### src/rtl/i2c_target_regs.sv
// rtl/i2c_target_regs.sv - I2C target that accepts and returns 16-bit words
// A single-address responder: two-byte writes land on RX_DATA, reads return TX_DATA MSB first.
module i2c_target_regs #(
  parameter logic [6:0] TARGET_ADDR = 7'h50
) (
  input  logic        clk,
  input  logic        RESET,
  input  logic        SCL_IN,
  input  logic        SDA_IN,
  output logic        SDA_OUT,
  output logic        SDA_OE,
  input  logic [15:0] TX_DATA,
  output logic [15:0] RX_DATA,
  output logic        RX_VALID,
  output logic        RD_STB,
  output logic        BUSY
);

  typedef enum logic [2:0] {
    IDLE, ADDR, ADDR_ACK, WR_BYTE, WR_ACK, RD_BYTE, RD_ACK, WAIT_STOP
  } state_t;

  // [0],[1] synchronise; [2] is the history flop used for edge detection
  logic [2:0] scl_pipe;
  logic [2:0] sda_pipe;
  logic       scl_s, scl_prev, sda_s, sda_prev;
  logic       scl_rise, scl_fall, start_ev, stop_ev;

  always_ff @(posedge clk) begin
    if (RESET) begin
      scl_pipe <= 3'b111;
      sda_pipe <= 3'b111;
    end else begin
      scl_pipe <= {scl_pipe[1:0], SCL_IN};
      sda_pipe <= {sda_pipe[1:0], SDA_IN};
    end
  end

  assign scl_s    = scl_pipe[1];
  assign scl_prev = scl_pipe[2];
  assign sda_s    = sda_pipe[1];
  assign sda_prev = sda_pipe[2];
  assign scl_rise = scl_s & ~scl_prev;
  assign scl_fall = ~scl_s & scl_prev;
  assign start_ev = scl_s & sda_prev & ~sda_s;
  assign stop_ev  = scl_s & ~sda_prev & sda_s;

  state_t      state, state_n;
  logic [3:0]  bit_cnt, bit_cnt_n;
  logic [7:0]  shift_q, shift_n;
  logic [15:0] tx_sh, tx_sh_n;
  logic [15:0] hold, hold_n;
  logic [1:0]  byte_idx, byte_idx_n;
  logic        rnw, rnw_n;
  logic        rd_second, rd_second_n;
  logic        oe_n, out_n, busy_n;
  logic [15:0] rx_data_n;
  logic        rx_valid_n, rd_stb_n;

  always_ff @(posedge clk) begin
    if (RESET) begin
      state     <= IDLE;
      bit_cnt   <= 4'd0;
      shift_q   <= 8'h00;
      tx_sh     <= 16'h0000;
      hold      <= 16'h0000;
      byte_idx  <= 2'd0;
      rnw       <= 1'b0;
      rd_second <= 1'b0;
      SDA_OE    <= 1'b0;
      SDA_OUT   <= 1'b1;
      BUSY      <= 1'b0;
      RX_DATA   <= 16'h0000;
      RX_VALID  <= 1'b0;
      RD_STB    <= 1'b0;
    end else begin
      state     <= state_n;
      bit_cnt   <= bit_cnt_n;
      shift_q   <= shift_n;
      tx_sh     <= tx_sh_n;
      hold      <= hold_n;
      byte_idx  <= byte_idx_n;
      rnw       <= rnw_n;
      rd_second <= rd_second_n;
      SDA_OE    <= oe_n;
      SDA_OUT   <= out_n;
      BUSY      <= busy_n;
      RX_DATA   <= rx_data_n;
      RX_VALID  <= rx_valid_n;
      RD_STB    <= rd_stb_n;
    end
  end

  always_comb begin
    state_n     = state;
    bit_cnt_n   = bit_cnt;
    shift_n     = shift_q;
    tx_sh_n     = tx_sh;
    hold_n      = hold;
    byte_idx_n  = byte_idx;
    rnw_n       = rnw;
    rd_second_n = rd_second;
    oe_n        = SDA_OE;
    out_n       = SDA_OUT;
    busy_n      = BUSY;
    rx_data_n   = RX_DATA;
    rx_valid_n  = 1'b0;
    rd_stb_n    = 1'b0;

    // START outranks STOP and both override whatever byte is in flight
    if (start_ev) begin
      state_n   = ADDR;
      bit_cnt_n = 4'd0;
      shift_n   = 8'h00;
      oe_n      = 1'b0;
      out_n     = 1'b1;
      busy_n    = 1'b0;
    end else if (stop_ev) begin
      state_n   = IDLE;
      bit_cnt_n = 4'd0;
      oe_n      = 1'b0;
      out_n     = 1'b1;
      busy_n    = 1'b0;
    end else begin
      case (state)
        IDLE: ;
        ADDR: begin
          if (scl_rise && bit_cnt != 4'd8) begin
            shift_n   = {shift_q[6:0], sda_s};
            bit_cnt_n = bit_cnt + 4'd1;
          end else if (scl_fall && bit_cnt == 4'd8) begin
            bit_cnt_n = 4'd0;
            rnw_n     = shift_q[0];
            if (shift_q[7:1] == TARGET_ADDR) begin
              state_n = ADDR_ACK;
              oe_n    = 1'b1;
              out_n   = 1'b0;
              busy_n  = 1'b1;
            end else begin
              state_n = WAIT_STOP;
              oe_n    = 1'b0;
              out_n   = 1'b1;
            end
          end
        end
        ADDR_ACK: begin
          if (scl_fall) begin
            if (!rnw) begin
              state_n    = WR_BYTE;
              byte_idx_n = 2'd0;
              oe_n       = 1'b0;
              out_n      = 1'b1;
            end else begin
              state_n     = RD_BYTE;
              tx_sh_n     = {TX_DATA[14:0], 1'b0};
              rd_stb_n    = 1'b1;
              oe_n        = 1'b1;
              out_n       = TX_DATA[15];
              bit_cnt_n   = 4'd1;
              rd_second_n = 1'b0;
            end
          end
        end
        WR_BYTE: begin
          if (scl_rise && bit_cnt != 4'd8) begin
            shift_n   = {shift_q[6:0], sda_s};
            bit_cnt_n = bit_cnt + 4'd1;
          end else if (scl_fall && bit_cnt == 4'd8) begin
            bit_cnt_n = 4'd0;
            if (byte_idx == 2'd0) begin
              hold_n[15:8] = shift_q;
              state_n      = WR_ACK;
              oe_n         = 1'b1;
              out_n        = 1'b0;
            end else if (byte_idx == 2'd1) begin
              hold_n[7:0] = shift_q;
              state_n     = WR_ACK;
              oe_n        = 1'b1;
              out_n       = 1'b0;
            end else begin
              state_n = WAIT_STOP;
            end
          end
        end
        WR_ACK: begin
          if (scl_fall) begin
            state_n = WR_BYTE;
            oe_n    = 1'b0;
            out_n   = 1'b1;
            if (byte_idx == 2'd0) begin
              byte_idx_n = 2'd1;
            end else begin
              rx_data_n  = hold;
              rx_valid_n = 1'b1;
              byte_idx_n = 2'd2;
            end
          end
        end
        RD_BYTE: begin
          if (scl_fall) begin
            if (bit_cnt == 4'd8) begin
              state_n   = RD_ACK;
              bit_cnt_n = 4'd0;
              oe_n      = 1'b0;
              out_n     = 1'b1;
            end else begin
              oe_n      = 1'b1;
              out_n     = tx_sh[15];
              tx_sh_n   = {tx_sh[14:0], 1'b0};
              bit_cnt_n = bit_cnt + 4'd1;
            end
          end
        end
        RD_ACK: begin
          if (scl_rise) begin
            if (!sda_s && !rd_second) begin
              state_n     = RD_BYTE;
              rd_second_n = 1'b1;
            end else begin
              state_n = WAIT_STOP;
            end
          end
        end
        WAIT_STOP: ;
        default: state_n = IDLE;
      endcase
    end
  end

endmodule
### config.mk
export PLATFORM = sky130hd
export DESIGN_NAME = i2c_target_regs
export DESIGN_NICKNAME = d
export VERILOG_FILES = /design/src/rtl/i2c_target_regs.sv
export SDC_FILE = /design/constraint.sdc
export NUM_CORES = 1
export LEC_CHECK = 0
export ABC_AREA = 1
export CORE_ASPECT_RATIO = 2
export CORE_UTILIZATION = 50
export CTS_CLUSTER_DIAMETER = 30
export DETAILED_ROUTE_END_ITERATION = 8
export GPL_ROUTABILITY_DRIVEN = 0
export PLACE_DENSITY = 0.86
export SLEW_MARGIN = 10
export SYNTH_ARGS = -nofsm -noshare
export SYNTH_HDL_FRONTEND = slang
export SYNTH_SLANG_ARGS = --single-unit
### constraint.sdc
create_clock -name clk -period 1.5 [get_ports clk]
set_input_delay 0.3 -clock clk [delete_from_list [all_inputs] [get_ports clk]]
set_output_delay 0.3 -clock clk [all_outputs]
set_load 0.01 [all_outputs]
==> metrics.md <==
| Metric | Value |
|---|---|
| Hold path depth | `1` |
| Violated checks | `negative setup slack` |
| Remaining global-route overflow | `0` |
| HP Class | `flop to flop` |
| Hold Path Sink | `scl_pipe[1]` |
| Final hold violations | `0` |
| Worst Path Max Fanout | `3` |
| Final setup fails | `53` |
| GR peak layer | `met2` |
| Diodes inserted | `0` |
| Unique cell type count in the Yosys netlist | `29` |
| Synth async-reset ratio | `0%` |
| Synth area leaders | `dfxtp_1 47%, nor2_1 11%, nand2_1 10%, o21ai_0 9.5%, a21oi_1 6.2%` |
| Synth Area in Adders | `under 10%` |
| Post-synth EDFFs | `0` |
| Largest net degree at the start of global routing | `32` |
| Drt via density | `5.87` |
| Status | `finished with violations` |
| Most used DFF post-synth | `dfxtp_1` |
| Seq/Total Area, Yosys | `46.5%` |
| Worst slew margin | `around 70%` |
| Actual slew at the worst max-slew pin | `~0.46 ns` |
| R2r setup slk | `-0.27 ns` |
| # port buffers | `40` |
| Via count | `between 3000 and 4000` |
| Mapped cell area | `around 3300 um2` |
| Design Area, Final | `between 5000 and 6000 um2` |
| Initial antenna violation count | `0` |
| VDD IR-drop max | `around 1.3 mV` |
| CP required | `1.77 ns` |
| Worst r2r path cells | `10` |
| Core Area | `6360 um2` |
| Synth Area in Simple Gates | `~29%` |
| Most common cell in the netlist | `nor2_1` |
| Die Height | `about 120 um` |
| Worst hold start | `scl_pipe[0]` |
| Critical Path End Type | `flop` |
| Multi-input gate area | `1910 um2` |
| Power density cells | `between 1500 and 2000 nW/um2` |
| Area leader, netlist | `dfxtp_1` |
| First-pass DRT Iterations | `5` |
| Crit path time final | `about 1.8 ns` |
| RSZ-0062 raised after global routing | `true` |
| Final Max Slew Viols | `0` |
| Worst Slack Setup Final | `-0.270 ns` |
| Final wirelength | `~12000 um` |
| Synth Instances | `around 470` |
| Max_cap viols | `0` |
| Final net count | `598` |
| Root buffer cell | `clkbuf_16` |
| DRC errors left | `0` |
| Largest family of logic cells by synthesized area | `simple AND/OR/NAND/NOR gates` |
| CP startpoint kind | `flop` |
| Worst Skew | `between 0.007 and 0.008 ns` |
| Hold WS | `0.408 ns` |
| Vias in the first global route | `between 3000 and 4000` |
| GR Util met2 | `a little over half` |
| Gr usage total | `roughly a third` |
| Fillers | `between 400 and 500` |
| CTS Hold Buffers Added | `0` |
| Global-route wire length before repair | `roughly 16000 um` |
| Total CTS buffers | `9` |
| Initial Utilization | `approximately 52%` |
| Maximum clock rate | `565 MHz` |
| Top-Level Pins | `roughly 40` |
| Clk sinks | `77` |
| CTS tree | `yes` |
| Compound-Gate Fraction of Synth Area | `17.0%` |
| Multiplexer share of the synthesized area | `0%` |
| Share of cells above drive strength 1 | `between 30% and 40%` |
| Clk slew on worst S/H paths | `~0.06 ns` |
| Top cell type's share of synthesized area | `between 40% and 50%` |
| Synth cell count leaders | `96 x nor2_1, 90 x nand2_1, 77 x dfxtp_1, 63 x o21ai_0, 41 x a21oi_1` |
| H-tree depth | `3` |
| Iteration-0 DRC Markers | `430` |
| FF+latch area | `about 1600 um2` |
| Leakage | `~2.3 nW` |
| Die area | `about 7000 um2` |
| R2R Path End | `byte_idx[0]` |
| Worst flop-to-flop path startpoint | `state[1]` |
| Layout overhead on the synthesized area | `52.0%` |
| Overall power | `0.00879 W` |
| Syn_nets | `about 490` |
| Period Utilization, post-route | `118%` |
| Antenna-violating nets left | `0` |
| Syn avg cell area | `7.08 um2` |
| Num rows | `a little over 40` |
| Placement Setup Slack | `-0.217 ns` |
| WL/cell | `18.7 um` |
| Yosys warns | `0` |
| M3 GR Usage | `between 10% and 20%` |
| Dpl cell area | `4160 um2` |
| Hpwl dp | `between 6000 and 7000 um` |
| Crit path kind | `flop to flop` |
| Die width | `between 50 and 60 um` |
| Clock latency on the worst-skew pair | `~0.34 ns` |
| GR Layer Usage met1 | `28.4%` |
| WP data arrival | `~2.0 ns` |
| Synthesized flop and latch total | `77` |
| CTS Buffer Depth | `2` |
| Synth Area in XOR/XNOR | `less than 1%` |
layer usage:
layer / up-vias / wire [um]
met1: 1774 / 4130
met3: 123 / 740
met5: - / 0
li1: 1736 / -
met2: 274 / 6280
met4: 0 / 1280
flip-flops by register name, indices dropped and copies added (netlist names):
register,count
bit_cnt,4
tx_sh,15
RX_VALID,1
rd_second,1
byte_idx,2
shift_q,8
state,3
RD_STB,1
BUSY,1
RX_DATA,16
hold,16
rnw,1
SDA_OUT,1
sda_pipe,3
scl_pipe,3
SDA_OE,1
worst max-delay path by stage:
stage	startpoint	to	depth (start not counted)
after global placement	RESET	SDA_OUT	6
after floorplan	bit_cnt[0]	tx_sh[4]	10
after detailed placement	state[1]	state[0]	10
final	state[1]	byte_idx[0]	10
after global routing	state[0]	byte_idx[0]	9
after CTS	state[1]	state[0]	10
metrics by stage:
| stage | TNS, ns | utilization (%) | instances |
|---|---|---|---|
| after floorplan | -0.112 | - | 468 |
| after global placement | -1.55 | 65.4 | 630 |
| after detailed placement | -3.74 | 65.4 | 630 |
| after CTS | -0.0478 | 73.4 | 655 |
| after global routing | -12.06 | 79.2 | 666 |
| final | -5.30 | 79.2 | 666 |
worst max-delay path, cell delays in order, from the launching register on:
cell	delay, ns
dfxtp_2	0.34
buf_4	0.13
buf_4	0.14
nand2_2	0.09
nor2_1	0.24
nand2_1	0.12
nand2_1	0.13
nand2_1	0.07
nor2_1	0.15
nand3_1	0.11
a21oi_1	0.17
final cells by class:
type | instances | area share [%]
clock inverters | 6 | 1.07
clock buffers | 10 | 4.74
flip-flops and latches | 77 | 30.8
inverters | 38 | 3.15
repair inverters | 1 | 0.149
repair buffers | 109 | 20.1
multi-input cells | 339 | 37.9
well taps | 86 | 2.14
cell families after synthesis:
| logic type | after synthesis |
|---|---|
| compound gates | 109 |
| xor+xnor | 1 |
| simple gates | 225 |
| flops | 77 |
| buf+inv | 53 |
| fa+ha+maj | 3 |
cell usage in the layout, fill, tap and decap left out, types with 4 or more instances in the layout:
master	n
nand2_2	21
o21ai_2	11
buf_6	11
buf_12	4
o21ai_0	38
or2_2	5
o21ai_1	13
nand2_1	65
inv_6	4
inv_1	27
a21oi_2	9
clkbuf_16	10
nor2_1	83
nor2_4	8
nand3_1	10
dfxtp_1	72
dfxtp_2	4
nand4_1	5
a21oi_1	31
nand2_4	8
buf_4	53
dlygate4sd2_1	18
clkdlybuf4s50_1	19
inv_2	6
nor2_2	9
nand3_2	7
power by group:
| group | internal (W) | switching, W |
|---|---|---|
| clock network | 0.00120 | 0.000927 |
| logic | 0.00163 | 0.00250 |
| registers | 0.00232 | 0.000211 |
| total | 0.00515 | 0.00364 |
what timing repair did:
action / CTS / global route
gates cloned: 2 / 3
resized for setup: 62 / 95
pin swaps: 10 / 33
setup endpoints to repair: 60 / 73
buffers inserted: 7 / 9
Note: power is estimated with default switching activity, not from simulation.
